File: config.mk
export PLATFORM = sky130hd
export DESIGN_NAME = ddr3_init_seq
export DESIGN_NICKNAME = d
export VERILOG_FILES = /design/src/rtl/ddrx_pkg.sv /design/src/rtl/init_timer.sv /design/src/rtl/ddr3_init_seq.sv
export SDC_FILE = /design/constraint.sdc
export NUM_CORES = 1
export LEC_CHECK = 0
export ABC_AREA = 1
export BUFFER_PORTS_ARGS = -buffer_cell sky130_fd_sc_hd__buf_2
export CELL_PAD_IN_SITES_DETAIL_PLACEMENT = 0
export CELL_PAD_IN_SITES_GLOBAL_PLACEMENT = 2
export CORE_MARGIN = 5
export CORE_UTILIZATION = 30
export CTS_CLUSTER_SIZE = 16
export DETAILED_ROUTE_END_ITERATION = 8
export PLACE_DENSITY_LB_ADDON = 0.1
export REMOVE_ABC_BUFFERS = 1
export SLEW_MARGIN = 20
export SYNTH_ARGS = -nofsm -noshare
export SYNTH_HDL_FRONTEND = slang
export SYNTH_HIERARCHICAL = 1
export SYNTH_SLANG_ARGS = --single-unit
File: constraint.sdc
create_clock -name clk -period 3.4 [get_ports clk]
set_input_delay 0.17 -clock clk [delete_from_list [all_inputs] [get_ports clk]]
set_output_delay 0.17 -clock clk [all_outputs]
set_load 0.05 [all_outputs]
File: src/rtl/ddrx_pkg.sv
`default_nettype none
//==============================================================================
// Module      : ddrx_pkg
// Description : Shared definitions for the DDR3 initialisation sequencer:
//               DFI command opcodes {cs_n,ras_n,cas_n,we_n}, the sequencer
//               state encoding and the mode-register-to-bank-index mapping.
// Revision    : 1.0 - initial release
//==============================================================================
package ddrx_pkg;

    // Command opcodes, bit order {cs_n, ras_n, cas_n, we_n}
    localparam logic [3:0] CMD_DESEL = 4'b1111;
    localparam logic [3:0] CMD_NOP   = 4'b0111;
    localparam logic [3:0] CMD_MRS   = 4'b0000;
    localparam logic [3:0] CMD_ZQCL  = 4'b0110;

    typedef enum logic [3:0] {
        ST_IDLE      = 4'd0,
        ST_PHY_INIT  = 4'd1,
        ST_RST_HOLD  = 4'd2,
        ST_CKE_WAIT  = 4'd3,
        ST_XPR       = 4'd4,
        ST_MRS2      = 4'd5,
        ST_MRS3      = 4'd6,
        ST_MRS1      = 4'd7,
        ST_MRS0      = 4'd8,
        ST_ZQCL      = 4'd9,
        ST_DONE      = 4'd10
    } init_state_t;

    // Mode register select; the value is the bank address used for MRS
    typedef enum logic [1:0] {
        MR_SEL_0 = 2'd0,
        MR_SEL_1 = 2'd1,
        MR_SEL_2 = 2'd2,
        MR_SEL_3 = 2'd3
    } mr_sel_t;

    function automatic int max_of(input int a, input int b);
        return (a > b) ? a : b;
    endfunction

endpackage
`default_nettype wire

File: src/rtl/init_timer.sv
`default_nettype none
//==============================================================================
// Module      : init_timer
// Description : Load-and-count-down interval timer. Loading N (0 treated as 1)
//               makes o_expired assert on the N-th cycle after the load edge,
//               so a state that loads on entry lasts exactly N cycles.
// Ports       : clk, rst      - clock, asynchronous active-high reset
//               i_load        - load i_value on this edge
//               i_value       - interval in cycles
//               o_expired     - count has reached 1 (last cycle of interval)
// Revision    : 1.0 - initial release
//==============================================================================
module init_timer #(
    parameter int WIDTH = 16
) (
    input  logic             clk,
    input  logic             rst,
    input  logic             i_load,
    input  logic [WIDTH-1:0] i_value,
    output logic             o_expired
);

    logic [WIDTH-1:0] r_count;

    always_ff @(posedge clk or posedge rst) begin
        if (rst) begin
            r_count <= '0;
        end else if (i_load) begin
            r_count <= (i_value == '0) ? WIDTH'(1) : i_value;
        end else if (r_count > WIDTH'(1)) begin
            r_count <= r_count - WIDTH'(1);
        end
    end

    assign o_expired = (r_count <= WIDTH'(1));

endmodule
`default_nettype wire

File: src/rtl/ddr3_init_seq.sv
`default_nettype none
//==============================================================================
// Module      : ddr3_init_seq
// Description : DDR3 power-up initialisation sequencer on the DFI control bus.
//               DFI init handshake, reset_n / CKE timing, MRS to MR2, MR3,
//               MR1, MR0, then ZQCL, then sticky init_done.
// Ports       : clk, rst            - clock, asynchronous active-high reset
//               dfi_init_start      - init request to PHY (high from PHY_INIT)
//               dfi_init_complete   - PHY init done
//               dfi_reset_n/dfi_cke - per-phase, all phases equal
//               dfi_cs_n..dfi_we_n  - per-phase command, bit = phase
//               dfi_address/bank    - packed, bit index = field_bit*RATIO+phase
//               init_busy/init_done - sequence status
// Revision    : 1.0 - initial release
//==============================================================================
module ddr3_init_seq
    import ddrx_pkg::*;
#(
    parameter int          C_DFI_FREQ_RATIO = 2,
    parameter int          C_DFI_ADDR_WIDTH = 16,
    parameter int          C_DFI_BANK_WIDTH = 3,
    parameter int          C_T_RESET        = 40000,
    parameter int          C_T_CKE          = 100000,
    parameter int          C_T_XPR          = 64,
    parameter int          C_T_MRD          = 4,
    parameter int          C_T_MOD          = 12,
    parameter int          C_T_ZQINIT       = 512,
    parameter logic [12:0] C_MR0            = 13'h0520,
    parameter logic [12:0] C_MR1            = 13'h0044,
    parameter logic [12:0] C_MR2            = 13'h0008,
    parameter logic [12:0] C_MR3            = 13'h0000
) (
    input  logic                                     clk,
    input  logic                                     rst,
    output logic                                     dfi_init_start,
    input  logic                                     dfi_init_complete,
    output logic [C_DFI_FREQ_RATIO-1:0]              dfi_reset_n,
    output logic [C_DFI_FREQ_RATIO-1:0]              dfi_cke,
    output logic [C_DFI_FREQ_RATIO-1:0]              dfi_cs_n,
    output logic [C_DFI_FREQ_RATIO-1:0]              dfi_ras_n,
    output logic [C_DFI_FREQ_RATIO-1:0]              dfi_cas_n,
    output logic [C_DFI_FREQ_RATIO-1:0]              dfi_we_n,
    output logic [C_DFI_ADDR_WIDTH*C_DFI_FREQ_RATIO-1:0] dfi_address,
    output logic [C_DFI_BANK_WIDTH*C_DFI_FREQ_RATIO-1:0] dfi_bank,
    output logic                                     init_busy,
    output logic                                     init_done
);

    localparam int R  = C_DFI_FREQ_RATIO;
    localparam int AW = C_DFI_ADDR_WIDTH;
    localparam int BW = C_DFI_BANK_WIDTH;

    localparam int T_MAX = max_of(max_of(max_of(C_T_RESET, C_T_CKE), max_of(C_T_XPR, C_T_MRD)),
                                  max_of(max_of(C_T_MOD, C_T_ZQINIT), 1));
    // +1 so a maximum that is an exact power of two still fits
    localparam int TW = $clog2(T_MAX + 1);

    localparam logic [TW-1:0] LD_RESET  = TW'(C_T_RESET);
    localparam logic [TW-1:0] LD_CKE    = TW'(C_T_CKE);
    localparam logic [TW-1:0] LD_XPR    = TW'(C_T_XPR);
    localparam logic [TW-1:0] LD_MRD    = TW'(C_T_MRD);
    localparam logic [TW-1:0] LD_MOD    = TW'(C_T_MOD);
    localparam logic [TW-1:0] LD_ZQINIT = TW'(C_T_ZQINIT);

    init_state_t       r_state;
    init_state_t       w_next;
    logic              w_load;
    logic [TW-1:0]     w_load_val;
    logic              w_expired;

    init_timer #(
        .WIDTH (TW)
    ) u_timer (
        .clk       (clk),
        .rst       (rst),
        .i_load    (w_load),
        .i_value   (w_load_val),
        .o_expired (w_expired)
    );

    // Next state and timer load; each timed state loads its duration on entry
    always_comb begin
        w_next     = r_state;
        w_load     = 1'b0;
        w_load_val = '0;
        case (r_state)
            ST_IDLE:     w_next = ST_PHY_INIT;
            ST_PHY_INIT: if (dfi_init_complete) begin
                w_next = ST_RST_HOLD; w_load = 1'b1; w_load_val = LD_RESET;
            end
            ST_RST_HOLD: if (w_expired) begin
                w_next = ST_CKE_WAIT; w_load = 1'b1; w_load_val = LD_CKE;
            end
            ST_CKE_WAIT: if (w_expired) begin
                w_next = ST_XPR; w_load = 1'b1; w_load_val = LD_XPR;
            end
            ST_XPR:      if (w_expired) begin
                w_next = ST_MRS2; w_load = 1'b1; w_load_val = LD_MRD;
            end
            ST_MRS2:     if (w_expired) begin
                w_next = ST_MRS3; w_load = 1'b1; w_load_val = LD_MRD;
            end
            ST_MRS3:     if (w_expired) begin
                w_next = ST_MRS1; w_load = 1'b1; w_load_val = LD_MRD;
            end
            ST_MRS1:     if (w_expired) begin
                w_next = ST_MRS0; w_load = 1'b1; w_load_val = LD_MOD;
            end
            ST_MRS0:     if (w_expired) begin
                w_next = ST_ZQCL; w_load = 1'b1; w_load_val = LD_ZQINIT;
            end
            ST_ZQCL:     if (w_expired) w_next = ST_DONE;
            ST_DONE:     w_next = ST_DONE;
            default:     w_next = ST_IDLE;
        endcase
    end

    // Output values for the coming cycle, derived from the next state so the
    // registered outputs line up with the registered state.
    logic                w_start_v;
    logic                w_rst_n_v;
    logic                w_cke_v;
    logic [3:0]          w_base;
    logic [3:0]          w_op0;
    logic [AW-1:0]       w_addr0;
    logic [BW-1:0]       w_bank0;
    logic [R-1:0]        w_cs_n, w_ras_n, w_cas_n, w_we_n;
    logic [AW*R-1:0]     w_address;
    logic [BW*R-1:0]     w_bank;

    always_comb begin
        w_start_v = (w_next != ST_IDLE);
        w_rst_n_v = w_next inside {ST_CKE_WAIT, ST_XPR, ST_MRS2, ST_MRS3,
                                   ST_MRS1, ST_MRS0, ST_ZQCL, ST_DONE};
        w_cke_v   = w_next inside {ST_XPR, ST_MRS2, ST_MRS3, ST_MRS1,
                                   ST_MRS0, ST_ZQCL, ST_DONE};
        w_base    = w_cke_v ? CMD_NOP : CMD_DESEL;
        w_op0     = w_base;
        w_addr0   = '0;
        w_bank0   = '0;
        // A command state issues only on its first cycle (the entry edge)
        if (w_next != r_state) begin
            case (w_next)
                ST_MRS2: begin w_op0 = CMD_MRS; w_addr0[12:0] = C_MR2; w_bank0 = BW'(MR_SEL_2); end
                ST_MRS3: begin w_op0 = CMD_MRS; w_addr0[12:0] = C_MR3; w_bank0 = BW'(MR_SEL_3); end
                ST_MRS1: begin w_op0 = CMD_MRS; w_addr0[12:0] = C_MR1; w_bank0 = BW'(MR_SEL_1); end
                ST_MRS0: begin w_op0 = CMD_MRS; w_addr0[12:0] = C_MR0; w_bank0 = BW'(MR_SEL_0); end
                ST_ZQCL: begin w_op0 = CMD_ZQCL; w_addr0[10] = 1'b1; end
                default: ;
            endcase
        end
        w_cs_n    = {R{w_base[3]}};
        w_ras_n   = {R{w_base[2]}};
        w_cas_n   = {R{w_base[1]}};
        w_we_n    = {R{w_base[0]}};
        w_cs_n[0]  = w_op0[3];
        w_ras_n[0] = w_op0[2];
        w_cas_n[0] = w_op0[1];
        w_we_n[0]  = w_op0[0];
        w_address = '0;
        w_bank    = '0;
        for (int a = 0; a < AW; a++) w_address[a*R] = w_addr0[a];
        for (int b = 0; b < BW; b++) w_bank[b*R]    = w_bank0[b];
    end

    logic              r_start;
    logic [R-1:0]      r_reset_n, r_cke, r_cs_n, r_ras_n, r_cas_n, r_we_n;
    logic [AW*R-1:0]   r_address;
    logic [BW*R-1:0]   r_bank;
    logic              r_busy, r_done;

    always_ff @(posedge clk or posedge rst) begin
        if (rst) begin
            r_state   <= ST_IDLE;
            r_start   <= 1'b0;
            r_reset_n <= '0;
            r_cke     <= '0;
            r_cs_n    <= '1;
            r_ras_n   <= '1;
            r_cas_n   <= '1;
            r_we_n    <= '1;
            r_address <= '0;
            r_bank    <= '0;
            r_busy    <= 1'b0;
            r_done    <= 1'b0;
        end else begin
            r_state   <= w_next;
            r_start   <= w_start_v;
            r_reset_n <= {R{w_rst_n_v}};
            r_cke     <= {R{w_cke_v}};
            r_cs_n    <= w_cs_n;
            r_ras_n   <= w_ras_n;
            r_cas_n   <= w_cas_n;
            r_we_n    <= w_we_n;
            r_address <= w_address;
            r_bank    <= w_bank;
            r_busy    <= w_start_v && (w_next != ST_DONE);
            r_done    <= (w_next == ST_DONE);
        end
    end

    assign dfi_init_start = r_start;
    assign dfi_reset_n    = r_reset_n;
    assign dfi_cke        = r_cke;
    assign dfi_cs_n       = r_cs_n;
    assign dfi_ras_n      = r_ras_n;
    assign dfi_cas_n      = r_cas_n;
    assign dfi_we_n       = r_we_n;
    assign dfi_address    = r_address;
    assign dfi_bank       = r_bank;
    assign init_busy      = r_busy;
    assign init_done      = r_done;

endmodule
`default_nettype wire

==> flow_metrics.tcl, run 1 <==
set metrics [dict create \
    slew_headroom_pct 48.0 \
    syn_to_final_growth_pct 8.98 \
    die_area_mm2 0.0103 \
    root_buffer "sky130_fd_sc_hd__clkbuf_8" \
    drt_first_pass_iters 4 \
    cts_htree_levels 2 \
    drt_first_iter_violations 82 \
    globalRoute.totalOverflow 0 \
    finish.utilization_pct 33.4 \
    die_height_um 101 \
    post-synth-top-area-fraction_pct 31.9 \
    grt.total_usage_pct 13.2 \
    cells_after_synthesis 358 \
    grt_max_degree 23 \
    timing.critical_path.cells "ha_1 > nand2_1 > nor2_1 > nand2_2 > nand2_4 > nand2_2 > inv_1 > inv_2 > nor3_2 > or2_1 > or2_1 > clkinv_1 > buf_4 > nand3_4 > nand2_1 > o21ai_0" \
    setup_total_negative_slack_ns 0 \
    place_hpwl_mm 4.89 \
    total_count_of_max_transition_violations_in_the_final_report 0 \
    design_area_mm2 0.00273 \
    tritoncts.num_buffers 5 \
    leak_nw 1.51 \
    routabilityCongestion 0.784 \
    critical_path.n_buffers_inverters 4 \
    timing_hold_violations_final 15 \
    vdd_drop_max_v 0.000154 \
    floorplan.io_pins 56 \
    synth.distinct_cells 37 \
    min_period_over_period_pct 81.1 \
    power_w 0.00164 \
    worst-endpoint-arrival_ns 2.92 \
    share_of_cells_above_drive_strength_1_pct 17.6 \
    clockBufferDepth 2 \
    power-per-cell-area_mw_per_mm2 600 \
    hold_path_class "primary input to async pin" \
    grt_setup_unrepaired "no" \
    timing.clock.skew_ns 0.00457 \
    crit-reg2reg-launch "u_timer/r_count[0]" \
    detail_route.drc_violations 0 \
    finish.net_count 396 \
    synth-warning-count 6 \
    cp_slowest_cell "sky130_fd_sc_hd__dfrtp_1" \
    die_width_um 101 \
    cts.repair.resized 0 \
    min_period_ns 2.76 \
    synth.avg_cell_area_um2 7.01 \
    core_footprint_mm2 0.00818 \
    cp_slowest_stage_delay_ns 0.45 \
    timing_worst_slew_pin_value_ns 0.780 \
    cap_viol_max_count 0 \
    worst_skew_late_latency_ns 0.28 \
    detail_route.wirelength_mm 6.21 \
    floorplan.rows 33 \
    wire_length_of_the_first_global_routing_pass_mm 10.6 \
    postRouteAntennaNets 0 \
    antenna_found_initial 0 \
    cell_depth_of_the_worst_flop_to_flop_path 16 \
    r2r_end "u_timer/r_count[1]" \
    postCtsHoldBufs 0 \
    crit_fanout 18 \
    antenna-diode-count 0 \
    fmax_mhz 363 \
    reg2reg_slack_ns 0.64 \
    critical_path_class "flip-flop to flip-flop" \
    timing.critical_path.to_type "flip-flop" \
    clk_pin_slew_worst_paths_ns 0.08 \
    critical_path.startpoint_type "flip-flop" \
    cts_tree "done" \
    post_drt_wl_per_cell_um 12.5 \
    first_global_vias 2006 \
    synth_top_cells_by_area "sky130_fd_sc_hd__dfrtp_1, sky130_fd_sc_hd__nand2_1, sky130_fd_sc_hd__buf_4, sky130_fd_sc_hd__nor2_1, sky130_fd_sc_hd__inv_1" \
    post-cts-setup-buffers 0 \
    detail_route.vias_per_cell 4.18 \
    post_dp_cell_area_mm2 0.00263 \
    netlist_area_mm2 0.00251 \
    detailroute.via_count 2077 \
    failed_checks "hold timing" \
    worst_path_dominant_cell_family "simple AND/OR/NAND/NOR gates" \
    initial_core_util_pct 30.7 \
    synth-seq-cells 36 \
    netlist.top_cell.by_area "sky130_fd_sc_hd__dfrtp_1" \
    port_buffer_count 22 \
    outcome "finished, violations left" \
    whs_ns -0.00928 \
    synth_seq_area_share_pct 36.1 \
    worst-endpoint-required_ns 3.57 \
    clock_sinks 36 \
    setup_viol_count_final 0 \
]
==> metal layers <==
| metal | GRT usage, % | wire length, um | vias to the layer above |
|---|---|---|---|
| li1 | - | - | 1082 |
| met1 | 18.5 | 3000 | 934 |
| met2 | 20.1 | 2790 | 52 |
| met3 | 2.96 | 310 | 9 |
| met4 | 4.29 | 115 | 0 |
| met5 | 0 | 0 | - |
==> cell type report <==
type                    count  area [um2]
clock buffers               6        72.6
fillers                   912        5440
well taps                 105         131
multi-input cells         279        1290
clock inverters             2        35.0
repair buffers             25         133
inverters                  44         165
flip-flops and latches     36         906
==> synthesized netlist by cell type <==
cell type	count
sky130_fd_sc_hd__nand2_1	107
sky130_fd_sc_hd__nor2_1	49
sky130_fd_sc_hd__buf_4	38
sky130_fd_sc_hd__inv_1	38
sky130_fd_sc_hd__dfrtp_1	32
sky130_fd_sc_hd__nand3_1	19
sky130_fd_sc_hd__a21oi_1	7
sky130_fd_sc_hd__nand2_2	7
sky130_fd_sc_hd__o21ai_0	6
sky130_fd_sc_hd__inv_2	5
sky130_fd_sc_hd__nor2_2	5
sky130_fd_sc_hd__nor2_4	5
sky130_fd_sc_hd__dfstp_2	4
sky130_fd_sc_hd__xor2_1	3
sky130_fd_sc_hd__clkbuf_1	2
sky130_fd_sc_hd__conb_1	2
sky130_fd_sc_hd__ha_1	2
sky130_fd_sc_hd__nand2_4	2
sky130_fd_sc_hd__nand3_2	2
sky130_fd_sc_hd__nand4_1	2
sky130_fd_sc_hd__nor3_1	2
sky130_fd_sc_hd__nor4_1	2
sky130_fd_sc_hd__o21ai_2	2
sky130_fd_sc_hd__or2_1	2
sky130_fd_sc_hd__a21oi_2	1
sky130_fd_sc_hd__a31o_2	1
sky130_fd_sc_hd__a31oi_1	1
sky130_fd_sc_hd__buf_1	1
sky130_fd_sc_hd__buf_6	1
sky130_fd_sc_hd__clkinv_1	1
sky130_fd_sc_hd__nand3_4	1
sky130_fd_sc_hd__nand3b_1	1
sky130_fd_sc_hd__nor3_2	1
sky130_fd_sc_hd__o21ai_1	1
sky130_fd_sc_hd__o31ai_1	1
sky130_fd_sc_hd__or2_2	1
sky130_fd_sc_hd__xnor2_1	1
==> flip-flops by register name (all words and copies together) (netlist names) <==
| register | cells |
|---|---|
| dfi_cs_n | 2 |
| dfi_cke | 1 |
| dfi_reset_n | 1 |
| dfi_cas_n | 1 |
| dfi_init_start | 1 |
| init_busy | 1 |
| dfi_address | 4 |
| dfi_we_n | 1 |
| init_done | 1 |
| r_state | 4 |
| u_timer/r_count | 17 |
| dfi_bank | 2 |
==> layout by cell type, fill, tap and decap left out, drive strengths merged, types with 4 or more instances in the layout <==
cell	netlist	final
dfstp	4	4
conb	2	45
buf	40	25
dfrtp	32	32
nand3	22	22
clkbuf	2	6
a21oi	8	8
inv	43	43
nor2	59	59
nand2	116	116
o21ai	9	9
==> where the power goes <==
group | internal, W | switching, W
clock network | 0.000218 | 0.000161
registers | 0.000527 | 0.000110
logic | 0.000192 | 0.000431
total | 0.000937 | 0.000703
==> per-stage QoR <==
stage | std cells | hold slack (ns) | setup slack [ns]
2_1_floorplan | 359 | 0.0961 | 0.0880
3_3_place_gp | 489 | 0.324 | 0.701
4_1_cts | 497 | 0.0145 | 0.609
3_5_place_dp | 489 | 0.325 | 0.627
6_report | 497 | -0.00928 | 0.644
5_1_grt | 497 | 0.0811 | 0.378
==> how the worst max path moves through the flow <==
stage / start / end / slack, ns / cells past startpoint
floorplan: u_timer/r_count[8] / u_timer/r_count[12] / 0.09 / 17
CTS: u_timer/r_count[0] / u_timer/r_count[1] / 0.61 / 16
detailed placement: u_timer/r_count[0] / u_timer/r_count[1] / 0.63 / 16
global route: u_timer/r_count[9] / u_timer/r_count[12] / 0.38 / 18
global placement: u_timer/r_count[5] / u_timer/r_count[12] / 0.70 / 18
finish: u_timer/r_count[0] / u_timer/r_count[1] / 0.64 / 16
==> kinds of logic (layout without fill, tap and decap cells) <==
family	count (synthesis)	in the layout	synth area share (%)
compound gates	20	20	4.74
xor+xnor	4	4	1.40
fa+ha+maj	2	2	0.997
buf+inv	86	77	18.9
flops	36	36	36.1
other cells	2	45	0.299
simple gates	208	208	37.6
Note: power is estimated with default switching activity, not from simulation.
==> inputs of run 2 (changes only) <==
- ABC_AREA: 1 -> 0
- CORE_UTILIZATION: 30 -> 32
- clock period: 3.4 -> 2.6 ns (I/O delays scaled with it)
==> run 2 against run 1 <==
Net effect:
- wire length decreased by 4.1%
- the flow now finishes without violations
- synthesized cell count is 27% lower
- critical endpoint is now u_timer/r_count[0]
- utilization rose by 7.4 points
- largest power group unchanged
- clock power increased by 34%
- count of clock-buffer cells in the layout is 1 lower
- clock skew up 0.0016 ns
- critical path depth decreased by 4
- sequential power up 16%
- worst setup slack got worse by 0.54 ns
- combinational power increased by 13%
- largest cell class unchanged
- register-to-register slack worse by 0.54 ns
==> flow_metrics.tcl, run 2 <==
set metrics [dict create \
    outcome "finished clean" \
    first_global_vias 1985 \
    post_synth_edffs 0 \
    share_of_cells_above_drive_strength_1_pct 33.7 \
    count_of_placed_standard_cells_in_the_final_layout_fillers_left_out 428 \
    die_area_mm2 0.00933 \
    worst-endpoint-arrival_ns 2.70 \
    worst-endpoint-required_ns 2.80 \
    synth_flop_cell "sky130_fd_sc_hd__dfrtp_1" \
    crit-reg2reg-launch "u_timer/r_count[0]" \
    drt_first_pass_iters 4 \
    worst_skew_late_latency_ns 0.29 \
    antenna-diode-count 0 \
    synth_top_cells_by_area "sky130_fd_sc_hd__dfrtp_1, sky130_fd_sc_hd__buf_4, sky130_fd_sc_hd__dfstp_2, sky130_fd_sc_hd__nor2_1, sky130_fd_sc_hd__buf_6" \
    synth.avg_cell_area_um2 9.19 \
    wire_length_of_the_first_global_routing_pass_mm 9.99 \
    cells_after_synthesis 261 \
    final_critical_path_setup_slack_ns 0.0998 \
    total_count_of_max_transition_violations_in_the_final_report 0 \
    hold_path_class "primary input to flip-flop" \
    grt_max_degree 20 \
    worst_path_dominant_cell_family "simple AND/OR/NAND/NOR gates" \
    timing.critical_path.cells "buf_6 > nor2_4 > o211ai_2 > or2_4 > inv_4 > and2b_2 > nand2_2 > inv_2 > nor4_4 > nand4_1 > o41a_1 > a221oi_2" \
    core_footprint_mm2 0.00729 \
    routabilityCongestion 0.770 \
    die_width_um 96.6 \
    synth_seq_area_share_pct 37.7 \
    fmax_mhz 400 \
    postRouteAntennaNets 0 \
    vdd_drop_max_v 0.000238 \
    detail_route.wirelength_mm 5.96 \
    detail_route.vias_per_cell 4.50 \
    place_hpwl_mm 4.47 \
    post-synth-top-area-fraction_pct 33.4 \
    detailedPlace.worstSlack_ns -0.0511 \
    floorplan.io_pins 56 \
    root_buffer "sky130_fd_sc_hd__clkbuf_8" \
    hold_path_startpoint "dfi_init_complete" \
    detail_route.drc_violations 0 \
    die_height_um 96.6 \
    slew_headroom_pct 51.7 \
    clockBufferDepth 2 \
    largest_register_ff_count 17 \
    drt_first_iter_violations 57 \
    netlist_area_mm2 0.00240 \
    setup_viol_count_final 0 \
    critical_path_class "flip-flop to flip-flop" \
    critical_path.n_buffers_inverters 3 \
    grt_setup_unrepaired "yes" \
    timing_worst_slew_pin_value_ns 0.723 \
    synth-warning-count 6 \
    netlist_top_cells_count "sky130_fd_sc_hd__buf_4, sky130_fd_sc_hd__dfrtp_1, sky130_fd_sc_hd__nor2_1, sky130_fd_sc_hd__nand2_1, sky130_fd_sc_hd__o21ai_0" \
    cp_slowest_cell "sky130_fd_sc_hd__o41a_1" \
    antenna_found_initial 0 \
    floorplan.rows 31 \
    power-per-cell-area_mw_per_mm2 656 \
    synthMostInstantiatedCell "sky130_fd_sc_hd__buf_4" \
    syn_to_final_growth_pct 24.0 \
    synth.distinct_cells 57 \
    placedCellCount 412 \
    tritoncts.num_buffers 5 \
    initial_core_util_pct 32.9 \
    synth-seq-cells 36 \
    setup_total_negative_slack_ns 0 \
    min_period_ns 2.50 \
    most-common-layout-cells "sky130_fd_sc_hd__conb_1, sky130_fd_sc_hd__buf_4, sky130_fd_sc_hd__dfrtp_1" \
    port_buffer_count 22 \
    min_period_over_period_pct 96.2 \
    detailroute.via_count 1927 \
    crit_fanout 5 \
    critical_path.startpoint_type "flip-flop" \
    cts_tree "done" \
    cts_htree_levels 2 \
    globalRoute.totalOverflow 0 \
    design_area_mm2 0.00298 \
    post_dp_cell_area_mm2 0.00270 \
    timing_hold_violations_final 0 \
    largest-register "u_timer/r_count" \
    timing.critical_path.to_type "flip-flop" \
    leak_nw 1.34 \
    power_w 0.00195 \
    post_drt_wl_per_cell_um 13.9 \
    finish.net_count 333 \
    clk_pin_slew_worst_paths_ns 0.08 \
    clock_sinks 36 \
    synthArstFlopShare_pct 100 \
    leading_cell_type_in_the_layout_fill_and_taps_excluded "sky130_fd_sc_hd__conb_1" \
    cap_viol_max_count 0 \
    worst_setup_path_startpoint "u_timer/r_count[0]" \
    grt.total_usage_pct 12.9 \
    cp_slowest_stage_delay_ns 0.45 \
    timing.clock.skew_ns 0.00620 \
    netlist.top_cell.by_area "sky130_fd_sc_hd__dfrtp_1" \
]
[run 2: per-layer routing]
layer / share of wire (%) / vias to the layer above / track usage, %
met5: 0 / - / 0
li1: - / 965 / -
met3: 2.5 / 8 / 2.59
met4: 1.3 / 0 / 3.24
met2: 53 / 28 / 23.1
met1: 44 / 926 / 15.8
[run 2: repair_timing]
item,4_1_cts,5_1_grt
setup endpoints to repair,1,13
endpoints found under the hold margin,32,0
hold buffers,1,0
gates cloned,0,1
resized for setup,2,25
pin swaps,1,10
buffers inserted,0,6
[run 2: area by class of cell]
type,count,area (um2)
clock buffer,5,68.8
clock inverter,3,42.5
fill,770,4320
inverter,10,40.0
multi-input combinational,208,1330
sequential,36,906
tap,99,124
timing repair buffer,67,465
[run 2: cell families (layout without fill, tap and decap cells)]
logic type / after synthesis / in the layout / synth area share [%]
other: 2 / 45 / 0.313
AOI/OAI and AO/OA: 53 / 53 / 15.1
xor gates and xnor gates: 8 / 8 / 2.92
and+or+nand+nor: 99 / 99 / 25.0
adders and majority gates: 2 / 2 / 1.04
DFF: 36 / 36 / 37.7
buffers and inverters: 60 / 85 / 17.5
muxes: 1 / 1 / 0.417
[run 2: tightest hold or removal path: stages]
cell and delay, ns:
sky130_fd_sc_hd__buf_2 0.11, sky130_fd_sc_hd__or3_1 0.10, sky130_fd_sc_hd__a21oi_1 0.07, sky130_fd_sc_hd__a221oi_2 0.16
[run 2: path summary, 6_finish.rpt]
check | end | slack, ns | depth (start not counted)
worst max-delay path | u_timer/r_count[0] | 0.1 | 12
worst min-delay path | r_state[1] | 0.34 | 4
worst max register to register | u_timer/r_count[0] | 0.1 | 12
worst min register to register | u_timer/r_count[7] | 0.60 | 1
max in group asynchronous | u_timer/r_count[4] | 1.63 | 3
min in group asynchronous | dfi_address[12] | 0.50 | 3
[run 2: metrics by stage]
step	hold slack [ns]	utilization, %
floorplan	0.0561	-
global placement	0.304	37.0
detailed placement	0.296	37.0
CTS	0.345	38.8
global route	0.397	40.8
finish	0.339	40.8
[run 2: report_power, final]
part / leakage [nW] / switching (W) / internal, W
logic: 0.862 / 0.000430 / 0.000275
registers: 0.429 / 0.0000954 / 0.000647
clock network: 0.0541 / 0.000222 / 0.000284
